`src/rtl/pc_pkg.sv`:
```
// pc_pkg: shared redirect/state types and default vectors for the fetch PC unit.
package pc_pkg;
    typedef enum logic [2:0] {
        NONE     = 3'd0,
        BRANCH   = 3'd1,
        JUMP_ABS = 3'd2,
        TRAP     = 3'd3,
        RET      = 3'd4
    } redirect_e;
    typedef enum logic [1:0] {BOOT, RUN, BUBBLE} pc_state_e;
    localparam int          DEF_DATA_W     = 32;
    localparam logic [31:0] DEF_RESET_VEC  = 32'h0000_0000;
    localparam logic [31:0] DEF_TRAP_VEC   = 32'h0000_0100;
    localparam int          DEF_STEP       = 4;
    localparam int          DEF_ALIGN_BITS = 2;
endpackage

```
`src/rtl/pc_redirect_unit_if.sv`:
```
// pc_redirect_unit_if: fetch-address handshake between the PC unit and instruction memory.
interface pc_redirect_unit_if import pc_pkg::*; #(parameter int DATA_W = DEF_DATA_W);
    logic              FetchValid;
    logic              FetchReady;
    logic [DATA_W-1:0] ProgAddr;
    modport master(output FetchValid, ProgAddr, input FetchReady);
    modport slave(input FetchValid, ProgAddr, output FetchReady);
endinterface

```
`src/rtl/pc_target_calc.sv`:
```
// pc_target_calc: combinational redirect target, misalignment flag and link address.
module pc_target_calc import pc_pkg::*; #(
    parameter int              DATA_W     = DEF_DATA_W,
    parameter logic [DATA_W-1:0] TRAP_VEC = DATA_W'(DEF_TRAP_VEC),
    parameter int              STEP       = DEF_STEP,
    parameter int              ALIGN_BITS = DEF_ALIGN_BITS
) (
    input  logic [2:0]        mode,
    input  logic [DATA_W-1:0] base,
    input  logic [DATA_W-1:0] offset,
    input  logic [DATA_W-1:0] prog_addr,
    input  logic [DATA_W-1:0] epc,
    output logic [DATA_W-1:0] target,
    output logic              taken,
    output logic              misalign,
    output logic [DATA_W-1:0] link
);
    localparam logic [DATA_W-1:0] MASK = (DATA_W'(1) << ALIGN_BITS) - DATA_W'(1);
    logic [DATA_W-1:0] sum, rel;
    logic              is_rel;
    assign sum      = base + offset;
    // JALR discards bit 0 before the alignment check
    assign rel      = mode == BRANCH ? sum : {sum[DATA_W-1:1], 1'b0};
    assign is_rel   = mode == BRANCH || mode == JUMP_ABS;
    assign misalign = is_rel && |(rel & MASK);
    assign taken    = is_rel || mode == TRAP || mode == RET;
    assign target   = misalign ? TRAP_VEC : is_rel ? rel : mode == TRAP ? TRAP_VEC : epc;
    assign link     = prog_addr + DATA_W'(STEP);
endmodule

```
`src/rtl/pc_redirect_unit.sv`:
```
// pc_redirect_unit: fetch PC generator with stall, redirects, misalign trap and trap return.
module pc_redirect_unit import pc_pkg::*; #(
    parameter int                DATA_W     = DEF_DATA_W,
    parameter logic [DATA_W-1:0] RESET_VEC  = DATA_W'(DEF_RESET_VEC),
    parameter logic [DATA_W-1:0] TRAP_VEC   = DATA_W'(DEF_TRAP_VEC),
    parameter int                STEP       = DEF_STEP,
    parameter int                ALIGN_BITS = DEF_ALIGN_BITS
) (
    input  logic                 clock,
    input  logic                 reset,
    input  logic                 Stall,
    input  logic [2:0]           RedirMode,
    input  logic [DATA_W-1:0]    RedirBase,
    input  logic [DATA_W-1:0]    RedirOffset,
    pc_redirect_unit_if.master   fetch,
    output logic [DATA_W-1:0]    LinkAddr,
    output logic [DATA_W-1:0]    EpcOut,
    output logic                 Flush,
    output logic                 MisalignErr
);
    pc_state_e         state, state_nx;
    logic [DATA_W-1:0] prog_addr, target;
    logic              taken, misalign, take, valid;
    pc_target_calc #(
        .DATA_W(DATA_W), .TRAP_VEC(TRAP_VEC), .STEP(STEP), .ALIGN_BITS(ALIGN_BITS)
    ) u_calc (
        .mode(RedirMode), .base(RedirBase), .offset(RedirOffset),
        .prog_addr(prog_addr), .epc(EpcOut),
        .target(target), .taken(taken), .misalign(misalign), .link(LinkAddr)
    );
    // redirects only count once the boot cycle has passed
    assign take             = state != BOOT && taken;
    assign valid            = state == RUN;
    assign fetch.FetchValid = valid;
    assign fetch.ProgAddr   = prog_addr;
    always_comb begin
        state_nx = RUN;
        if (take) state_nx = BUBBLE;
    end
    always_ff @(posedge clock or negedge reset) begin
        if (!reset) state <= BOOT;
        else state <= state_nx;
    end
    always_ff @(posedge clock or negedge reset) begin
        if (!reset) begin
            prog_addr   <= RESET_VEC;
            EpcOut      <= '0;
            Flush       <= 1'b0;
            MisalignErr <= 1'b0;
        end else begin
            Flush       <= take;
            MisalignErr <= take && misalign;
            if (take) begin
                prog_addr <= target;
                EpcOut    <= misalign ? RedirBase : RedirMode == TRAP ? prog_addr : EpcOut;
            end else if (!Stall && valid && fetch.FetchReady) begin
                prog_addr <= LinkAddr;
            end
        end
    end
endmodule
```
`src/flat_wrapper.sv`:
```
// flat-port wrapper written by rule: the top's interface ports become plain ports
module pc_redirect_unit_flat import pc_pkg::*;
#(
    parameter int                DATA_W     = DEF_DATA_W,
    parameter logic [DATA_W-1:0] RESET_VEC  = DATA_W'(DEF_RESET_VEC),
    parameter logic [DATA_W-1:0] TRAP_VEC   = DATA_W'(DEF_TRAP_VEC),
    parameter int                STEP       = DEF_STEP,
    parameter int                ALIGN_BITS = DEF_ALIGN_BITS
)
  (clock, reset, Stall, RedirMode, RedirBase, RedirOffset, LinkAddr, EpcOut, Flush, MisalignErr, fetch_FetchValid, fetch_ProgAddr, fetch_FetchReady);
  pc_redirect_unit_if #(.DATA_W(DATA_W)) fetch_i ();
  input  logic clock;
  input  logic reset;
  input  logic Stall;
  input  logic [2:0] RedirMode;
  input  logic [DATA_W-1:0] RedirBase;
  input  logic [DATA_W-1:0] RedirOffset;
  output logic [DATA_W-1:0] LinkAddr;
  output logic [DATA_W-1:0] EpcOut;
  output logic Flush;
  output logic MisalignErr;
  output wire logic [$bits(fetch_i.FetchValid)-1:0] fetch_FetchValid;
  output wire logic [$bits(fetch_i.ProgAddr)-1:0] fetch_ProgAddr;
  input wire logic [$bits(fetch_i.FetchReady)-1:0] fetch_FetchReady;
  assign fetch_FetchValid = fetch_i.FetchValid;
  assign fetch_ProgAddr = fetch_i.ProgAddr;
  assign fetch_i.FetchReady = fetch_FetchReady;
  pc_redirect_unit #(.DATA_W(DATA_W), .RESET_VEC(RESET_VEC), .TRAP_VEC(TRAP_VEC), .STEP(STEP), .ALIGN_BITS(ALIGN_BITS)) u_core (.clock(clock), .reset(reset), .Stall(Stall), .RedirMode(RedirMode), .RedirBase(RedirBase), .RedirOffset(RedirOffset), .fetch(fetch_i), .LinkAddr(LinkAddr), .EpcOut(EpcOut), .Flush(Flush), .MisalignErr(MisalignErr));
endmodule
```
`config.mk`:
```
export PLATFORM = sky130hd
export DESIGN_NAME = pc_redirect_unit_flat
export DESIGN_NICKNAME = d
export VERILOG_FILES = /design/src/rtl/pc_pkg.sv /design/src/rtl/pc_redirect_unit_if.sv /design/src/rtl/pc_target_calc.sv /design/src/rtl/pc_redirect_unit.sv /design/src/flat_wrapper.sv
export SDC_FILE = /design/constraint.sdc
export NUM_CORES = 1
export LEC_CHECK = 0
export BUFFER_PORTS_ARGS = -buffer_cell sky130_fd_sc_hd__clkbuf_2
export CAP_MARGIN = 20
export CORE_ASPECT_RATIO = 0.7
export CORE_MARGIN = 2
export CORE_UTILIZATION = 45
export DETAILED_ROUTE_END_ITERATION = 7
export MAX_ROUTING_LAYER = met4
export PLACE_DENSITY = 0.81
export SYNTH_ARGS = -nofsm -noshare
export SYNTH_HDL_FRONTEND = slang
export SYNTH_HIERARCHICAL = 1
export SYNTH_SLANG_ARGS = --single-unit
```
`constraint.sdc`:
```
create_clock -name clock -period 5.6 [get_ports clock]
set_input_delay 0.28 -clock clock [delete_from_list [all_inputs] [get_ports clock]]
set_output_delay 0.28 -clock clock [all_outputs]
set_load 0.02 [all_outputs]
```
==> metrics.md <==
| Metric | Value |
|---|---|
| Critical-path top delay cell | `nor4_1` |
| CP max FO | `7` |
| Crit-path cells | `nand4_1 -> nor4_1 -> nand2_1 -> nor2_1 -> nand3_1 -> xnor2_1 -> clkbuf_2` |
| Residual DRC | `0` |
| Initial DRT Pass Iterations | `5` |
| Die H | `about 100 um` |
| Seq cells post-synth | `67` |
| Drt total wl | `between 15000 and 20000 um` |
| Peak supply drop | `around 0.3 mV` |
| Mapped Area | `about 0.0062 sq mm` |
| Distinct cells, synth | `66` |
| PwrDens | `385.7 mW/mm^2` |
| Finished Core Util | `55.80%` |
| Global-route wire length before repair | `just over 30000 um` |
| Syn_nets | `~820` |
| Fmax | `about 0.3 GHz` |
| Tot Pwr | `2.875 mW` |
| Synth Flop Type | `dfrtp_1` |
| Clk sinks | `67` |
| Post-Syn Instances | `between 700 and 800` |
| Outcome | `finished clean` |
| Capture point of the worst reg-to-reg path | `u_core/fetch.ProgAddr[29]` |
| Worst r2r path cells | `8` |
| P_leak | `~3.5 nW` |
| Final setup violating endpoints | `0` |
| Critical path class | `flip-flop to primary output` |
| CP startpoint kind | `flip-flop` |
| Cts repair resizes | `0` |
| Antenna cells | `0` |
| CTS tree | `yes` |
| Worst min path class | `primary input to asynchronous set/reset pin` |
| DR iter-0 viols | `around 460` |
| Syn_area_per_cell | `slightly below 9 sq um` |
| Largest net degree at the start of global routing | `between 70 and 80` |
| Clock latency on the worst-skew pair | `about 330 ps` |
| CTS Buf Count | `9` |
| Grt ovf | `0` |
| Final Slew Violations | `0` |
| Fin nets | `956` |
| Layout overhead on the synthesized area | `19.38%` |
| EDFF count, synth | `0` |
| R2R Path Start | `u_core/fetch.ProgAddr[15]` |
| Hold Fails Final Rpt | `0` |
| CTS max path bufs | `2` |
| Crit path arrival time | `slightly above 3000 ps` |
| # IOs | `170` |
| Antenna Nets Post-Route | `0` |
| RSZ-0062 raised after global routing | `no` |
| Slew margin rel. | `39.81%` |
| Drt via density | `~6` |
| YS warnings | `6` |
| Ys async rst share | `100.0%` |
| Min Tclk post-route | `3303 ps` |
| Endpoint class of the critical path | `primary output` |
| Global Route Usage Sum | `around 28%` |
| Layout Skew | `10.60 ps` |
| CP Data Required Time | `about 5300 ps` |
| Post-CTS Setup Inserts | `0` |
| Antenna violations before repair | `0` |
| Initial Utilization | `about 47%` |
| HPWL Detailed | `between 10000 and 15000 um` |
| Vias in the first global route | `5760` |
| Die width | `around 140 um` |
| WL/cell | `about 19 um` |
| CORE AREA | `approximately 0.013 sq mm` |
| R2r setup slk | `2570 ps` |
| Register area share after synthesis | `a little over a quarter` |
| CP Launch Point | `u_core/fetch.ProgAddr[15]` |
| Period utilization | `around three fifths` |
| CTS Root Cell | `clkbuf_16` |
| Crit-path leading delay family | `simple AND/OR/NAND/NOR gates` |
| Htree depth | `3` |
| Clock Pin Slew Worst Setup and Hold Paths | `~60 ps` |
| Layout cell share with drive strength beyond 1 | `between 30% and 40%` |
| FP Rows | `35` |
| CTS Hold Bufs | `0` |
| Slew @ Worst Pin | `approximately 900 ps` |
| Placer Congestion | `about 0.98` |
| Buffers plus inverters on the worst setup path | `1` |
| Most frequent cells in the layout | `clkbuf_2 (168), dfrtp_1 (67), nand2_1 (51), mux2_2 (40), nor2_1 (39)` |
| Via count | `roughly 6400` |
| Port buffer count | `~170` |
| Commonest non-fill, non-tap cell in the layout | `clkbuf_2` |
| Worst stage delay on the critical path | `between 600 and 700 ps` |
| Max_cap viols | `0` |
| Die area | `roughly 0.015 sq mm` |
| Setup TNS | `0 ps` |
-- cell families (layout without fill, tap and decap cells) --
logic type                 Yosys count  in the layout  synth area share (%)
muxes                               66             66                 13.31
DFF                                 67             67                 26.85
xor gates and xnor gates            48             48                 6.734
and+or+nand+nor                    230            230                 18.94
adders and majority gates           33             33                 6.733
buffers and inverters               60            205                 4.729
AOI/OAI and AO/OA                  208            208                 22.71
-- state kept, by name (all words and copies together), names as in the netlist --
| signal | count |
|---|---|
| u_core/EpcOut | 32 |
| u_core/fetch.ProgAddr | 32 |
| u_core/Flush | 1 |
| u_core/MisalignErr | 1 |
| u_core/state | 1 |
-- how the worst max path moves through the flow --
stage / end / depth (start not counted)
2_1_floorplan: u_core/EpcOut[10] / 11
3_3_place_gp: u_core/fetch.ProgAddr[18] / 13
3_5_place_dp: u_core/EpcOut[20] / 12
4_1_cts: LinkAddr[29] / 7
5_1_grt: LinkAddr[30] / 7
6_report: LinkAddr[29] / 7
-- area by class of cell --
class	count	area (sq um)
multi-input cells	585	4287
clock buffers	11	252.7
repair buffers	179	940.9
inverters	10	37.54
fillers	1239	5903
flip-flops and latches	67	1677
clock inverters	5	27.53
well taps	185	231.5
-- layer usage --
layer  vias to the layer above  wire (um)  GRT usage, %
li1                       2993          -             -
met1                      3017       9497         40.99
met2                       331       8481         40.24
met3                        20       1721         3.809
met4                         0        159         5.302
met5                         -          0             -
-- worst reg2reg max path: stages, from the launching register on --
cell	delay (ps)
dfrtp_1	490
nand4_1	210
nor4_1	670
nand2_1	250
nor2_1	410
nand3_1	170
xnor2_1	190
mux2_4	270
mux2_2	250
-- power by group --
group          internal [mW]  switching, mW  leakage [nW]
Clock                  0.321          0.225         0.141
Combinational          0.612          0.852          2.46
Sequential             0.623          0.242         0.890
Total                   1.56           1.32          3.49
-- cell usage after synthesis, types with 3 or more instances --
library cell	n	area share, %
a211oi_1	36	4.3
a21o_1	14	1.7
a21oi_1	35	2.8
a22oi_1	7	0.84
a31oi_1	3	0.30
and2_1	6	0.60
and3_1	8	0.80
and4_1	3	0.42
buf_2	11	0.88
buf_4	9	1.1
buf_6	3	0.54
clkbuf_1	27	1.6
dfrtp_1	67	27
ha_1	32	6.4
inv_1	10	0.60
mux2_2	40	7.2
mux2_4	24	5.8
nand2_1	51	3.1
nand2b_1	3	0.30
nand3_1	16	1.3
nand4_1	12	1.2
nor2_1	40	2.4
nor2b_1	5	0.50
nor3_1	38	3.0
nor4_1	34	3.4
o211ai_1	4	0.48
o21a_1	8	0.96
o21ai_0	28	2.2
o21ai_1	5	0.40
o21bai_1	7	0.84
o22ai_1	32	3.2
o31ai_1	3	0.36
or3_1	3	0.30
xnor2_1	28	3.9
xor2_1	20	2.8
-- through the flow --
step	std cells	worst slack, ps	instance area [sq um]	hold slack [ps]
after floorplan	712	2822	6243	-15.59
after global placement	1025	2518	7146	540.5
after detailed placement	1025	2466	7146	552.9
after CTS	1041	2429	7426	202.1
after global routing	1042	2236	7453	233.3
final	1042	2297	7453	158.9
Power figures use the tool's default switching activity.
